$ cat src/rtl/alarm_tone_seq.sv
`default_nettype none
// ============================================================================
// Module      : alarm_tone_seq
// Description : Alarm melody sequencer. Plays an eight-note melody as a
//               volume-scaled PWM square wave while the alarm input is high,
//               with a silent gap between notes and an off/mute request.
// Revision    : 1.0 - initial release
// ============================================================================
module alarm_tone_seq #(
    parameter int NOTE_TICKS = 12500000,
    parameter int GAP_TICKS  = 1250000,
    parameter int TONE_SHIFT = 0
) (
    input  logic       clk,
    input  logic       rst,
    input  logic       alarm_i,
    input  logic       off_i,
    input  logic [7:0] volume_i,
    output logic       aud_pwm,
    output logic       playing_o,
    output logic [2:0] note_idx_o
);

    // The duration counter is shared by PLAY and GAP, so size it for the longer
    localparam int c_MAX_TICKS = (NOTE_TICKS > GAP_TICKS) ? NOTE_TICKS : GAP_TICKS;
    localparam int c_DUR_W     = (c_MAX_TICKS > 1) ? $clog2(c_MAX_TICKS) : 1;
    localparam logic [c_DUR_W-1:0] c_NOTE_LAST = c_DUR_W'(NOTE_TICKS - 1);
    localparam logic [c_DUR_W-1:0] c_GAP_LAST  = c_DUR_W'(GAP_TICKS - 1);

    typedef enum logic [1:0] {
        ST_IDLE  = 2'd0,
        ST_PLAY  = 2'd1,
        ST_GAP   = 2'd2,
        ST_MUTED = 2'd3
    } state_t;

    state_t              r_state;
    state_t              w_state_nxt;
    logic [2:0]          r_note_idx;
    logic [2:0]          w_note_idx_nxt;
    logic [c_DUR_W-1:0]  r_dur;
    logic [c_DUR_W-1:0]  w_dur_nxt;
    logic                r_alarm_q;
    logic                w_alarm_rise;
    logic [17:0]         r_tone_cnt;
    logic [17:0]         w_tone_cnt_nxt;
    logic                r_square;
    logic                w_square_nxt;
    logic [7:0]          r_pwm_cnt;
    logic [7:0]          w_pwm_cnt_nxt;
    logic [17:0]         w_rom_hp;
    logic [17:0]         w_hp_shift;
    logic [17:0]         w_half_period;
    logic                w_aud_nxt;
    logic                r_aud;
    logic                r_playing;

    assign w_alarm_rise  = alarm_i & ~r_alarm_q;
    assign w_pwm_cnt_nxt = r_pwm_cnt + 8'd1;
    assign aud_pwm       = r_aud;
    assign playing_o     = r_playing;
    assign note_idx_o    = r_note_idx;

    // Melody ROM lookup and effective half-period (never allowed to reach 0)
    always_comb begin
        w_rom_hp = 18'd47778;
        case (r_note_idx)
            3'd0:    w_rom_hp = 18'd95556;
            3'd1:    w_rom_hp = 18'd85131;
            3'd2:    w_rom_hp = 18'd75843;
            3'd3:    w_rom_hp = 18'd71586;
            3'd4:    w_rom_hp = 18'd63776;
            3'd5:    w_rom_hp = 18'd56818;
            3'd6:    w_rom_hp = 18'd50619;
            default: w_rom_hp = 18'd47778;
        endcase
        w_hp_shift    = w_rom_hp >> TONE_SHIFT;
        w_half_period = (w_hp_shift == 18'd0) ? 18'd1 : w_hp_shift;
    end

    // Next-state logic; off_i outranks alarm drop, which outranks note timing
    always_comb begin
        w_state_nxt    = r_state;
        w_note_idx_nxt = r_note_idx;
        w_dur_nxt      = r_dur;
        case (r_state)
            ST_IDLE: begin
                if (w_alarm_rise) begin
                    w_state_nxt    = ST_PLAY;
                    w_note_idx_nxt = 3'd0;
                    w_dur_nxt      = '0;
                end
            end
            ST_PLAY: begin
                if (off_i) begin
                    w_state_nxt = ST_MUTED;
                    w_dur_nxt   = '0;
                end else if (!alarm_i) begin
                    w_state_nxt    = ST_IDLE;
                    w_note_idx_nxt = 3'd0;
                    w_dur_nxt      = '0;
                end else if (r_dur == c_NOTE_LAST) begin
                    w_state_nxt = ST_GAP;
                    w_dur_nxt   = '0;
                end else begin
                    w_dur_nxt = r_dur + 1'b1;
                end
            end
            ST_GAP: begin
                if (off_i) begin
                    w_state_nxt = ST_MUTED;
                    w_dur_nxt   = '0;
                end else if (!alarm_i) begin
                    w_state_nxt    = ST_IDLE;
                    w_note_idx_nxt = 3'd0;
                    w_dur_nxt      = '0;
                end else if (r_dur == c_GAP_LAST) begin
                    w_state_nxt    = ST_PLAY;
                    w_note_idx_nxt = r_note_idx + 3'd1;
                    w_dur_nxt      = '0;
                end else begin
                    w_dur_nxt = r_dur + 1'b1;
                end
            end
            ST_MUTED: begin
                if (!alarm_i) begin
                    w_state_nxt    = ST_IDLE;
                    w_note_idx_nxt = 3'd0;
                    w_dur_nxt      = '0;
                end
            end
            default: begin
                w_state_nxt    = ST_IDLE;
                w_note_idx_nxt = 3'd0;
                w_dur_nxt      = '0;
            end
        endcase
    end

    // Tone generator runs only while remaining in PLAY, so it starts from zero on every note
    always_comb begin
        w_tone_cnt_nxt = '0;
        w_square_nxt   = 1'b0;
        if ((r_state == ST_PLAY) && (w_state_nxt == ST_PLAY)) begin
            if (r_tone_cnt == (w_half_period - 18'd1)) begin
                w_tone_cnt_nxt = '0;
                w_square_nxt   = ~r_square;
            end else begin
                w_tone_cnt_nxt = r_tone_cnt + 18'd1;
                w_square_nxt   = r_square;
            end
        end
        // Built from next values so the PWM output lines up with the state it reflects
        w_aud_nxt = (w_state_nxt == ST_PLAY) && w_square_nxt && (w_pwm_cnt_nxt < volume_i);
    end

    // State, counters and registered outputs
    always_ff @(posedge clk) begin
        if (rst) begin
            r_state    <= ST_IDLE;
            r_note_idx <= 3'd0;
            r_dur      <= '0;
            r_alarm_q  <= 1'b0;
            r_tone_cnt <= '0;
            r_square   <= 1'b0;
            r_pwm_cnt  <= 8'd0;
            r_aud      <= 1'b0;
            r_playing  <= 1'b0;
        end else begin
            r_state    <= w_state_nxt;
            r_note_idx <= w_note_idx_nxt;
            r_dur      <= w_dur_nxt;
            r_alarm_q  <= alarm_i;
            r_tone_cnt <= w_tone_cnt_nxt;
            r_square   <= w_square_nxt;
            r_pwm_cnt  <= w_pwm_cnt_nxt;
            r_aud      <= w_aud_nxt;
            r_playing  <= (w_state_nxt == ST_PLAY) || (w_state_nxt == ST_GAP);
        end
    end

endmodule
`default_nettype wire

$ cat config.mk
export PLATFORM = sky130hd
export DESIGN_NAME = alarm_tone_seq
export DESIGN_NICKNAME = d
export VERILOG_FILES = /design/src/rtl/alarm_tone_seq.sv
export SDC_FILE = /design/constraint.sdc
export NUM_CORES = 1
export LEC_CHECK = 0
export ABC_AREA = 1
export CAP_MARGIN = 40
export CORE_UTILIZATION = 42
export DETAILED_ROUTE_END_ITERATION = 12
export SYNTH_ARGS = -nofsm -noshare
export SYNTH_HDL_FRONTEND = slang
export SYNTH_SLANG_ARGS = --single-unit
$ cat constraint.sdc
create_clock -name clk -period 2.6 [get_ports clk]
set_input_delay 0.52 -clock clk [delete_from_list [all_inputs] [get_ports clk]]
set_output_delay 0.52 -clock clk [all_outputs]
set_load 0.005 [all_outputs]
==> results of run 1 <==
-- final cells by class --
class / count / area, um2 / share of cell area
clock buffers: 12 / 165.2 / 0.03725
repair buffers: 26 / 235.2 / 0.05305
inverters: 103 / 386.6 / 0.08719
clock inverters: 4 / 47.55 / 0.01072
well taps: 108 / 135.1 / 0.03047
flip-flops and latches: 59 / 1186 / 0.2675
multi-input cells: 428 / 2278 / 0.5138
-- critical path, delay by kind of cell, from the launching register on --
kind                     cells  cell delay, ps
AO/OA/AOI/OAI                1             180
adder cells (fa/ha/maj)      2             340
buffers and inverters        2             180
flip-flops                   1             370
AND/OR/NAND/NOR              9            1180
-- worst max-delay path by stage --
stage | startpoint | end | slack (ps) | cells past startpoint
floorplan | note_idx_o[0]$_SDFFE_PP0P_ | r_tone_cnt[15]$_SDFF_PP0_ | 350 | 16
global placement | r_dur[0]$_SDFFE_PP0P_ | r_tone_cnt[9]$_SDFF_PP0_ | 120 | 14
detailed placement | note_idx_o[0]$_SDFFE_PP0P_ | r_tone_cnt[17]$_SDFF_PP0_ | 100 | 14
CTS | note_idx_o[0]$_SDFFE_PP0P_ | r_tone_cnt[17]$_SDFF_PP0_ | 100 | 14
global route | note_idx_o[1]$_SDFFE_PP0P_ | aud_pwm$_SDFF_PP0_ | -10 | 15
finish | r_dur[0]$_SDFFE_PP0P_ | r_tone_cnt[13]$_SDFF_PP0_ | 280 | 14
-- power by group through the flow --
stage	Clock [mW]	Sequential (mW)	Combinational, mW
after global routing	0.969	1.06	2.31
after global placement	0	1.06	1.96
final	0.896	1.05	2.01
after detailed placement	0	1.07	1.97
after CTS	0.922	1.05	1.98
after floorplan	0	1.05	1.47
-- cells in the mapped netlist, types with 3 or more instances --
| cell | number |
|---|---|
| a21oi_1 | 19 |
| clkbuf_1 | 4 |
| dfxtp_1 | 59 |
| ha_1 | 23 |
| inv_1 | 101 |
| nand2_1 | 118 |
| nand2_2 | 3 |
| nand3_1 | 61 |
| nand4_1 | 17 |
| nor2_1 | 91 |
| nor3_1 | 24 |
| nor3b_1 | 3 |
| nor4_1 | 4 |
| o21ai_0 | 20 |
| or2_2 | 3 |
| xor2_1 | 22 |
-- cell families after synthesis --
group | count (synthesis) | share of synthesized area
fa+ha+maj | 23 | 0.07463
simple gates | 334 | 0.3871
buf+inv | 111 | 0.1110
compound gates | 47 | 0.06619
xor+xnor | 23 | 0.05224
mux | 1 | 0.002596
flops | 59 | 0.3063
-- what timing repair did --
item	CTS	global route
hold buffers	0	0
gates resized for setup	0	10
setup buffers	0	0
endpoints found under the setup margin	0	20
-- routing by layer --
metal  part of all wire  vias to the layer above  wire length, um  GRT usage
met1               0.51                     1708             4567     0.2771
met4              0.016                        0              147    0.07809
met3              0.042                       13              377    0.04581
li1                   -                     1962                -          -
met5                  0                        -                0          0
met2               0.44                       77             3933     0.3028
-- registers in the layout, indices dropped and copies added (netlist names), 2 cells and up --
register	cells
r_dur	24
r_tone_cnt	18
r_pwm_cnt	8
note_idx_o	3
r_state	2
-- through the flow --
step | power [mW] | worst slack, ps | setup TNS (ps)
4_1_cts | 3.950 | 102.4 | 0
6_report | 3.952 | 281.6 | 0
2_1_floorplan | 2.521 | 349.8 | 0
3_5_place_dp | 3.038 | 104.7 | 0
5_1_grt | 4.341 | -12.30 | -25.32
3_3_place_gp | 3.017 | 119.5 | 0
==> results summary, run 1 <==
The final count of hold timing violations is 0. The largest individual stage delay along the critical path comes from the cell dfxtp_1. The path with the worst hold slack has its endpoint at r_pwm_cnt[0]$_SDFF_PP0_.

The initial core utilization came out at 0.4379. The final worst clock skew came out at 12.69 ps. The final-report setup violation count came out at 0. Of the total power, registers draw 0.266. Of the total power, combinational logic draws 0.508. STA classifies the critical path endpoint as a register.

The flow ran to the end, and the final reports show no timing, DRC or antenna violations. For flop-to-flop paths, the worst setup slack is 280 ps. The width of the die is 97.82 um.

The number of routed nets with antenna violations is 0. The startpoint identified for the worst register-to-register timing path is r_dur[0]$_SDFFE_PP0P_. The count of pins on the block boundary is 17. At the end of the flow the core is filled with cells to 0.5036.

The proportion of register bits with asynchronous set or reset after synthesis is 0. The final design instance area without fill is 4434 um2. The number of detailed-route iterations in the first pass is 5. The cell internal power dissipation is 2.198 mW. The global-route congestion overflow total came out at 0. The top-area cell type share of the netlist area is 0.3063.

The worst slew margin relative to its limit is 0.7041. The switching power summed over all nets is 1.755 mW. The count of yosys warnings during synthesis is 0. The post-synthesis net count came out at 633.

The first-pass GRT wire length came out at 15.53 mm. Yosys attributes the largest share of cell area to dfxtp_1, nand2_1, inv_1, nor2_1, nand3_1. Of the total power, the clock network draws 0.227. The data arrival time of the critical path is 2590 ps. The number of H-tree levels came out at 3.

For this run, the slowest stage of the critical path takes 370 ps. At the pin with the least slew margin, the transition time is 440.4 ps. The library cell used most frequently in the layout, excluding fill and tap cells, is nand2_1. The min-delay analysis places its worst path in the category register to register. The count of fill cells added during filler insertion is 874.

In this run the power density over the cells is 891.4 nW/um2. The synthesis-stage register bit count came out at 59. By startpoint and endpoint, the worst setup path is classified as register to register. In this run the most critical hold path is launched from r_pwm_cnt[0]$_SDFF_PP0_. The clock transition at the registers of the reported paths came out at 70 ps.

The number of antenna diodes in the final layout is 0. The DRC violation count after routing came out at 0. Summing all placed instances gives a cell area of 4185 um2. The library cells used most frequently in the layout, excluding fill and tap cells, are nand2_1, inv_1, nor2_1.

The via count of the first global-routing pass came out at 3422. The detail-routed via count per cell is 5.081. The static power due to leakage came out at 1.957 nW. Traced cell by cell, the critical path runs through ha_1 > nand3_1 > nor4_4 > nand4_1 > a21oi_1 > nor3_1 > nand2_1 > nand2_1 > inv_1 > ha_1 > nand3_1 > inv_2 > nand2_8 > nor3b_1. The core box area is 8806 um2. The die covers 9569 um2. For the worst flop-to-flop path, the logic depth is 14.

The maximum root-to-sink buffer count is 2. Along the worst hold path, the cell count comes to 1. The number of vias after detailed routing is 3760. The timing-limited maximum frequency is 431.3 MHz. The post-detailed-routing wire length is 9.026 mm. In this run the worst path has a maximum fanout of 18.

The endpoint identified for the worst register-to-register timing path is r_tone_cnt[13]$_SDFF_PP0_. IR analysis of the VDD net gives a maximum drop of 0.3928 mV. The number of enable-type register cells in the synthesized netlist is 0. The congestion estimate from routability-driven global placement came to 0.8979.

The site row count came out at 34. STA classifies the critical path startpoint as a register. The largest net degree at the start of global routing is 19. The final critical delay including setup and external delays is 2318 ps.

At the worst endpoint, the required time is 2870 ps. The TritonCTS sink count is 59. The count of input and output buffers came out at 16.

The growth of design area from synthesis to finish is 14.99%. For this run, the total global-route usage over all layers was measured as 0.2008. Buffers inserted during clock tree synthesis total 9.

The wire-length estimate of the detail-placed layout is 6.979 mm. The clock insertion delay at the later pin of the skew report is 340 ps. The instance count of the mapped netlist came out at 598. Of the total power, the share spent switching nets is 0.4440.

The fraction of the yosys area taken by sequential cells is 0.3063. After detailed placement, the design holds a cell count of 724. TritonCTS built the clock tree.

In the final layout, the share of cells above drive strength 1 is 0.08070. Among all flip-flop cells after synthesis, the most frequent one is dfxtp_1. The average cell area after synthesis came out at 6.448 um2. The most area-hungry cell type in the Yosys netlist is dfxtp_1. The detailed router's first-iteration violation count came out at 148.

The max-slew violation count came to 0. The cell chosen for the clock root is clkbuf_8. The initial antenna violation count came out at 0.

The netlist area before placement is 3856 um2. The portion of the clock cycle consumed by the worst path in the final layout is 0.8917. The floorplan step set the die height to 97.82 um. After the last flow step, the layout net total stands at 662. The routed wirelength normalized by instance count came out at 12.20 um. Hold timing on the final database bottoms out at a slack of 465.6 ps. Excluding fillers, the count of instances in the completed layout stands at 740. The unique cell type count in the Yosys netlist is 34. Max-cap violations in this run came to 0.
Power figures use the tool's default switching activity.
==> run 2, diff against run 1 <==
--- a/config.mk
+++ b/config.mk
@@ -8,3 +8,2 @@
 export ABC_AREA = 1
-export CAP_MARGIN = 40
 export CORE_UTILIZATION = 42
==> constraint.sdc (replaced) <==
create_clock -name clk -period 2.6 [get_ports clk]
set_input_delay 0.39 -clock clk [delete_from_list [all_inputs] [get_ports clk]]
set_output_delay 0.39 -clock clk [all_outputs]
set_load 0.005 [all_outputs]
==> run 2 against run 1 <==
Compared with the run above:
- sequential power about the same
- sequential share of layout area rose by 0.31 points
- design area decreased by 1.4%
- first-iteration DRC count decreased by 18%
- routed wire length decreased by 1.6%
- setup slack gained 44 ps
- final cell count shrank 0.41%
- critical path depth is the same
==> results summary, run 2 (synthesized netlist as in run 1, its figures left out) <==
The power per unit of standard cell area came to 861.6 nW/um2 (was 891.4 nW/um2). The number of buffers created by CTS came to 9 (unchanged). The growth of design area from synthesis to finish is 13.43% (was 14.99%). The core box area is 8806 um2 (unchanged). The data required time of the critical path came out at 2850 ps (was 2870 ps). The setup slack at placement came out at 142.7 ps (was 104.7 ps). The via count of the first global-routing pass is 3460 (was 3422). The number of vias after detailed routing is 3697 (was 3760).

The max-slew violation count came out at 0 (unchanged). The flip-flop count of the largest register, all copies and words added came out at 24 (unchanged). The register ranked first by flip-flop count is r_dur (unchanged). The worst min-delay path category is register to register (unchanged).

The die footprint came out at 9569 um2 (unchanged). The largest voltage drop on the vdd net is 0.3184 mV (was 0.3928 mV). The portion of the clock cycle consumed by the worst path in the final layout is 0.8750 (was 0.8917). The half-perimeter wire length after placement is 6.893 mm (was 6.979 mm). The maximum root-to-sink buffer count came out at 2 (unchanged).

The timing-limited maximum frequency came out at 439.6 MHz (was 431.3 MHz). The critical path capture point type was a register (unchanged). The hold buffer count at cts is 0 (unchanged). The post-detailed-routing wire length came to 8.879 mm (was 9.026 mm). The detail-routed via count per cell was 5.016 (was 5.081). The type of origin of the critical path was a register (unchanged). The largest fanout on the critical path is 18 (unchanged).

The TritonCTS sink count is 59 (unchanged). The static power due to leakage came to 1.936 nW (was 1.957 nW). The total global-route track usage is 0.2033 (was 0.2008). The global-route congestion overflow total came out at 0 (unchanged). The data arrival time of the critical path was 2530 ps (was 2590 ps). The largest net degree at the start of global routing is 19 (unchanged).

The final estimated routing congestion in global placement came out at 0.8696 (was 0.8979). Commonest cells after routing, fill and taps aside: nand2_1, inv_1, nor2_1 (unchanged). Status: finished, final reports clean (unchanged).

The site row count was 34 (unchanged). The final worst clock skew came to 8.211 ps (was 12.69 ps). The count of pins on the block boundary is 17 (unchanged). The clock insertion delay at the later pin of the skew report came out at 340 ps (about the same). The final count of hold timing violations is 0 (unchanged).

The final-report setup violation count came out at 0 (unchanged). The setup slack of the most critical reg-to-reg path came to 330 ps (was 280 ps). The number of antenna cells inserted is 0 (unchanged).

The routed wirelength normalized by instance count is 12.05 um (was 12.20 um). Setup repair after global routing left no endpoint under its margin. The first-pass GRT wire length is 15.84 mm (was 15.53 mm). The slack of the critical path is 325.1 ps (was 281.6 ps). The number of routed nets with antenna violations is 0 (unchanged). The initial antenna violation count was 0 (unchanged). The number of detailed-route iterations in the first pass came out at 4 (was 5). The final net count is 660 (was 662). The detailed router's first-iteration violation count was 122 (was 148). The area of all sequential standard cells came out at 1184 um2 (was 1186 um2).

The most common cell after layout, fill and taps aside is nand2_1 (unchanged). The clock tree from TritonCTS is yes (unchanged). The number of H-tree levels came to 3 (unchanged). The ratio of cells with drive above 1 in the final layout is 0.07313 (was 0.08070).

The transition time at the pin with the least slew margin is 437.7 ps (was 440.4 ps). The number of maximum-capacitance violations came out at 0 (unchanged). The DRC violation count after routing is 0 (unchanged). Largest regs: r_dur: 24 flops, r_tone_cnt: 18 flops, r_pwm_cnt: 8 flops (unchanged). The final standard cell utilization of the core was 0.4967 (was 0.5036). The worst slew margin relative to its limit is 0.7079 (was 0.7041).

The clock transition at the registers of the reported paths is 70 ps (about the same). The final total negative setup slack is 0 ps (unchanged). The count of fill cells added during filler insertion is 898 (was 874). The count of input and output buffers is 16 (unchanged). The height of the chip is 97.82 um (unchanged).

The initial core utilization came out at 0.4379 (unchanged). The cell chosen for the clock root is clkbuf_8 (unchanged). The category of the most critical setup path is register to register (unchanged). The final critical delay including setup and external delays came to 2275 ps (was 2318 ps). The width of the die is 97.82 um (unchanged). The area used by multi-input combinational logic came out at 2270 um2 (was 2278 um2).
## run 2: cell count changes in the layout (fill, tap and decap cells not counted), sizes merged
cell / change
clkbuf: +1
bufinv: -1
buf: -2
clkinvlp: -1
## run 2: worst paths after layout
check,startpoint,to,depth (start not counted)
hold reg to reg,r_pwm_cnt[0]$_SDFF_PP0_,r_pwm_cnt[0]$_SDFF_PP0_,1
setup / recovery,r_dur[0]$_SDFFE_PP0P_,r_tone_cnt[9]$_SDFF_PP0_,14
setup reg to reg,r_dur[0]$_SDFFE_PP0P_,r_tone_cnt[9]$_SDFF_PP0_,14
hold / removal,r_pwm_cnt[0]$_SDFF_PP0_,r_pwm_cnt[0]$_SDFF_PP0_,1
## run 2: what timing repair did
action | 4_1_cts | 5_1_grt
endpoints found under the setup margin | 0 | 20
buffers inserted | 0 | 0
gates resized for setup | 0 | 7
## run 2: power breakdown
group / switching, mW / internal, mW
clock: 0.344 / 0.416
sequential: 0.0684 / 0.970
combinational: 1.28 / 0.687
## run 2: worst max-delay path: stages, from the launching register on
cell,delay [ps]
dfxtp_1,370
ha_1,210
nand3_1,120
nor4_2,180
nand4_1,200
a21oi_1,180
nor3_1,60
nand2_1,60
nand2_1,60
inv_1,50
ha_1,130
nand3_1,80
inv_1,180
nand2_8,120
nor3b_1,190
## run 2: metal layers
| metal | part of all wire | vias to the layer above | GRT usage | wire length, um |
|---|---|---|---|---|
| met2 | 0.45 | 71 | 0.3207 | 3968 |
| met5 | 0 | - | 0 | 0 |
| li1 | - | 1958 | - | - |
| met4 | 0.018 | 0 | 0.09790 | 161 |
| met1 | 0.50 | 1656 | 0.2728 | 4418 |
| met3 | 0.037 | 12 | 0.02863 | 330 |
## run 2: stage by stage
stage / total power [mW] / cell area (um2) / cells / hold WS, ps
after global routing: 4.177 / 4374 / 737 / 496.9
after floorplan: 2.521 / 3856 / 598 / 429.9
final: 3.769 / 4374 / 737 / 461.7
after global placement: 2.988 / 4170 / 722 / 444.4
after detailed placement: 3.001 / 4170 / 722 / 451.1
after CTS: 3.768 / 4349 / 737 / 465.6
## run 2: final cells by class
class,count,area share
Clock buffer,13,0.03862
Timing Repair Buffer,24,0.05034
Clock inverter,2,0.002288
Inverter,103,0.08839
Multi-Input combinational cell,428,0.5189
Sequential cell,59,0.2706
Tap cell,108,0.03089
==> variant 1: new RTL, flow settings as in run 1 <==
`NOTE_TICKS`: 12500000 -> 50000000.
--- a/src/rtl/alarm_tone_seq.sv
+++ b/src/rtl/alarm_tone_seq.sv
@@ -8,5 +8,5 @@
 // ============================================================================
 module alarm_tone_seq #(
-    parameter int NOTE_TICKS = 12500000,
+    parameter int NOTE_TICKS = 50000000,
     parameter int GAP_TICKS  = 1250000,
     parameter int TONE_SHIFT = 0
Check against the original RTL: same outputs for any inputs over 10 cycles, from zero or initial values and one cycle with rst high; that may be too few to reach the edited logic, so the function may still have changed.
==> variant 1 against run 1 <==
  * Synthesized area grew 6.9%
  * Setup slack got worse by 110 ps
  * Final area is 10% higher
  * Wire length rose by 17%
  * First-iteration DRC count is 55% higher
  * Sequential cell count up 2
  * Maximum frequency shrank 4.4%
Power is not compared: it rests on default switching activity, and its combinational part moved more than twofold at a synthesized area within 25%.
==> variant 1: results <==
metrics = {
    "synth": {
        "syn_nets": 675,
        "ys_seq_area_share_pct": 29.6,
        "avgSynthCellArea_um2": 6.44,
        "synthTopCellsByCount": "118 x nand2_1, 100 x inv_1, 91 x nor2_1",
        "synthArstFlopShare_pct": 0,
        "ys_types": 37,
        "synthTopCellsByArea": "dfxtp_1 30%, nand2_1 11%, inv_1 9.1%, nand3_1 8.4%, nor2_1 8.3%",
    },
    "placed_design": {
        "dp_hpwl_um": 8020,
        "dp.cells": 801,
        "gp_routability_congestion": 0.889,
        "pre_cts_slack_ps": 84.1,
    },
    "sta": {
        "finClkSkew_ps": 9.46,
        "finalCritPeriodShare_pct": 93.3,
    },
    "worst_setup_path": {
        "crit_fanout": 4,
        "arrival_ps": 2680,
    },
    "run_status": {
        "outcome": "finished, final reports clean",
    },
    "detailed_routing": {
        "dr_total_vias": 4196,
        "routed_wl_um": 10500,
        "vias_per_cell": 5.12,
    },
    "global_route": {
        "grt.total_usage_pct": 22.4,
        "grt_pass1_wl_um": 17900,
        "grt_max_degree": 24,
        "grt_pass1_vias": 3849,
    },
    "clock_network": {
        "cts_buffers": 9,
    },
    "layout": {
        "fillCellCount": 995,
        "reg.largest.list": "r_dur x26, r_tone_cnt x18, r_pwm_cnt x8",
        "drive_gt1_share_pct": 13.2,
        "fin_nets": 721,
    },
}
[variant 1: area by class of cell]
cell class,instances,share of cell area [%]
clock buffer,9,2.54
clock inverter,7,1.56
inverter,105,8.10
multi-input combinational,466,51.9
sequential,61,25.1
tap,129,3.31
timing repair buffer,43,7.44
[variant 1: power groups by stage]
stage	logic, mW	clock network (mW)	registers (mW)
after global routing	0.773	0.910	0.978
after detailed placement	0.653	0	0.995
final	0.674	0.853	0.975
after CTS	0.659	0.871	0.973
after floorplan	0.444	0	0.994
after global placement	0.642	0	0.995
[variant 1: timing repair]
action	CTS	global route
hold buffers	0	0
gates resized for setup	0	18
setup endpoints to repair	0	20
setup buffers	0	1
[variant 1: final timing paths]
kind / cells past startpoint / to / start / slack [ps]
worst max-delay path: 16 / r_tone_cnt[14]$_SDFF_PP0_ / r_dur[1]$_SDFFE_PP0P_ / 170
worst min-delay path: 1 / r_pwm_cnt[0]$_SDFF_PP0_ / r_pwm_cnt[0]$_SDFF_PP0_ / 470
worst max register to register: 16 / r_tone_cnt[14]$_SDFF_PP0_ / r_dur[1]$_SDFFE_PP0P_ / 170
worst min register to register: 1 / r_pwm_cnt[0]$_SDFF_PP0_ / r_pwm_cnt[0]$_SDFF_PP0_ / 470
[variant 1: worst max-delay path: cells and delay by family, from the launching register on]
family	cells	cell delay, ps
buffers and inverters	3	310
adders and majority gates	2	400
and+or+nand+nor	11	1230
DFF	1	370
[variant 1: cell families after synthesis]
kind of cell | synth area share, %
simple gates | 39.1
compound gates | 8.22
buf+inv | 10.7
fa+ha+maj | 6.98
flops | 29.6
xor+xnor | 5.31
[variant 1: stage by stage]
stage	utilization (%)	cell area [µm²]
after floorplan	-	4120
after global placement	49.0	4590
after detailed placement	49.0	4590
after CTS	51.1	4790
after global routing	52.1	4880
final	52.1	4880
[variant 1: metal layers]
layer	track usage [%]	vias up	share of wire, %
met5	0	-	0
met2	34.9	102	43
met4	7.25	0	1.8
met3	3.54	17	4.3
met1	31.4	1920	51
li1	-	2157	-
==> variant 2: new RTL, flow settings as in run 1 <==
Made on the original files. Put one more register stage on the output `aud_pwm`, cleared by the reset. The value now appears one clock later. The other outputs are not delayed to match.
--- a/src/rtl/alarm_tone_seq.sv
+++ b/src/rtl/alarm_tone_seq.sv
@@ -58,5 +58,11 @@
     assign w_alarm_rise  = alarm_i & ~r_alarm_q;
     assign w_pwm_cnt_nxt = r_pwm_cnt + 8'd1;
-    assign aud_pwm       = r_aud;
+    always_ff @(posedge clk) begin
+        if (rst) begin
+            aud_pwm <= '0;
+        end else begin
+            aud_pwm <= r_aud;
+        end
+    end
     assign playing_o     = r_playing;
     assign note_idx_o    = r_note_idx;
Function: same outputs for any inputs over 10 cycles, from zero or initial values and one cycle with rst high; that may be too few to reach the edited logic, so the function may still have changed.
==> variant 2 against run 1 <==
  * Power fell by 8.7%
  * Wire length shrank 2.4%
  * Via count fell by 2.0%
  * Hold slack lost 61 ps
  * Largest power group unchanged
  * Synthesized area grew 0.78%
  * Cell count unchanged
  * Synthesized cell count fell by 0.50%
  * Sequential cell count up 1
  * Core utilization is 0.49 points higher
  * Setup slack got worse by 43 ps
  * Critical endpoint unchanged
  * Clock power is 2% higher
  * Largest cell class unchanged
  * Final area grew 1.5%
==> variant 2: results <==
metrics = {
    "run_status": {
        "outcome": "finished, final reports clean",
    },
    "worst_setup_path": {
        "r2r-end": "r_tone_cnt[13]$_SDFF_PP0_",
        "crit_fanout": 18,
        "r2r_cells": 13,
        "r2r-start": "r_dur[0]$_SDFFE_PP0P_",
        "arrival_ps": 2620,
    },
    "global_route": {
        "grt_max_degree": 19,
        "grt_pass1_vias": 3494,
        "antenna_found_initial": 0,
        "grt_pass1_wl_um": 15600,
        "grt.total_usage_pct": 19.9,
    },
    "hold_path": {
        "holdPathEnd": "aud_pwm$_SDFF_PP0_",
        "whs_path_depth": 2,
        "holdCritStartpoint": "r_aud$_SDFF_PP0_",
    },
    "clock_network": {
        "cts_sinks": 60,
        "clockRootBuffer": "clkbuf_8",
        "cts.htree.levels": 3,
        "clock_latency_ps": 330,
        "clock_path_buffers": 2,
    },
    "synth": {
        "synthTopCellsByArea": "dfxtp_1 31%, nand2_1 12%, inv_1 8.9%, nor2_1 7.9%, ha_1 7.4%",
        "syn_nets": 630,
        "yosysWarnings": 0,
        "synthTopCellsByCount": "122 x nand2_1, 92 x inv_1, 82 x nor2_1",
        "ys_types": 31,
        "ys_seq_area_share_pct": 30.9,
        "avgSynthCellArea_um2": 6.53,
        "synthArstFlopShare_pct": 0,
    },
    "detailed_routing": {
        "dr.pass1.iters": 6,
        "drt_iter0_drc": 148,
        "dr_total_vias": 3686,
        "wl_per_cell_um": 11.9,
        "vias_per_cell": 4.98,
    },
    "layout": {
        "clkbuf_count": 11,
        "nMultiInputCombCells": 430,
        "antennaDiodeCount": 0,
        "drive_gt1_share_pct": 9.97,
        "multi_input_area_share_pct": 51.3,
        "clkCellAreaFrac_pct": 4.81,
        "num-nonclk-buffers": 30,
        "n_all_inverters": 96,
        "fillCellCount": 901,
        "seq_area_um2": 1200,
        "buffer_area_share_pct": 6.17,
        "seq_share_pct": 26.7,
    },
    "die": {
        "rows": 34,
    },
    "placed_design": {
        "portBuffers": 16,
        "dp_hpwl_um": 6890,
        "gp_routability_congestion": 0.868,
        "pre_cts_slack_ps": -9.81,
        "place_area_um2": 4250,
    },
    "power": {
        "p_leak_nw": 1.92,
        "pg_clk_mw": 0.913,
        "peakVddDrop_mv": 0.355,
        "combinationalPower_mw": 1.67,
        "comb_power_share_pct": 46.4,
        "p_switching_mw": 1.47,
    },
    "sta": {
        "worst_pin_slew_ps": 532,
        "finClkSkew_ps": 7.58,
        "hold_slack_ps": 404,
    },
}
variant 2: worst max path at each step:
stage / startpoint / to / slack (ps) / cells after the start
floorplan: note_idx_o[0]$_SDFFE_PP0P_ / r_tone_cnt[16]$_SDFF_PP0_ / 400 / 15
global placement: note_idx_o[1]$_SDFFE_PP0P_ / r_tone_cnt[3]$_SDFF_PP0_ / 100 / 15
detailed placement: alarm_i / r_tone_cnt[13]$_SDFF_PP0_ / -10 / 13
CTS: r_dur[0]$_SDFFE_PP0P_ / r_tone_cnt[13]$_SDFF_PP0_ / 70 / 13
global route: r_dur[0]$_SDFFE_PP0P_ / r_tone_cnt[13]$_SDFF_PP0_ / 20 / 13
finish: r_dur[0]$_SDFFE_PP0P_ / r_tone_cnt[13]$_SDFF_PP0_ / 240 / 13
variant 2: worst max-delay path: stages (launching register included):
cell and delay, ps:
dfxtp_1 380, ha_1 210, nand3_1 120, nor4_2 230
nand4_1 250, a21oi_1 170, nand3b_1 110, nand2_1 80
inv_1 70, ha_1 130, nand3_1 80, inv_2 140
nand2_8 130, nor3b_1 190
variant 2: metal layers:
layer	vias to the layer above	track usage, %	share of wire [%]	wire length, µm
li1	1959	-	-	-
met1	1643	25.3	49	4320
met2	73	33.2	46	4050
met3	11	3.65	3.5	308
met4	0	8.61	1.5	129
met5	-	0	0	0
variant 2: logic make-up after synthesis:
kind of cell	Yosys count	synth area share, %
DFF	60	30.9
buffers and inverters	105	10.6
xor gates and xnor gates	24	5.41
and+or+nand+nor	339	39.6
AOI/OAI and AO/OA	44	6.05
adders and majority gates	23	7.41
variant 2: repair_timing:
item                                   in CTS  in global routing
gates resized for setup                     0                  9
endpoints found under the hold margin       0                  0
setup endpoints to repair                   0                 20
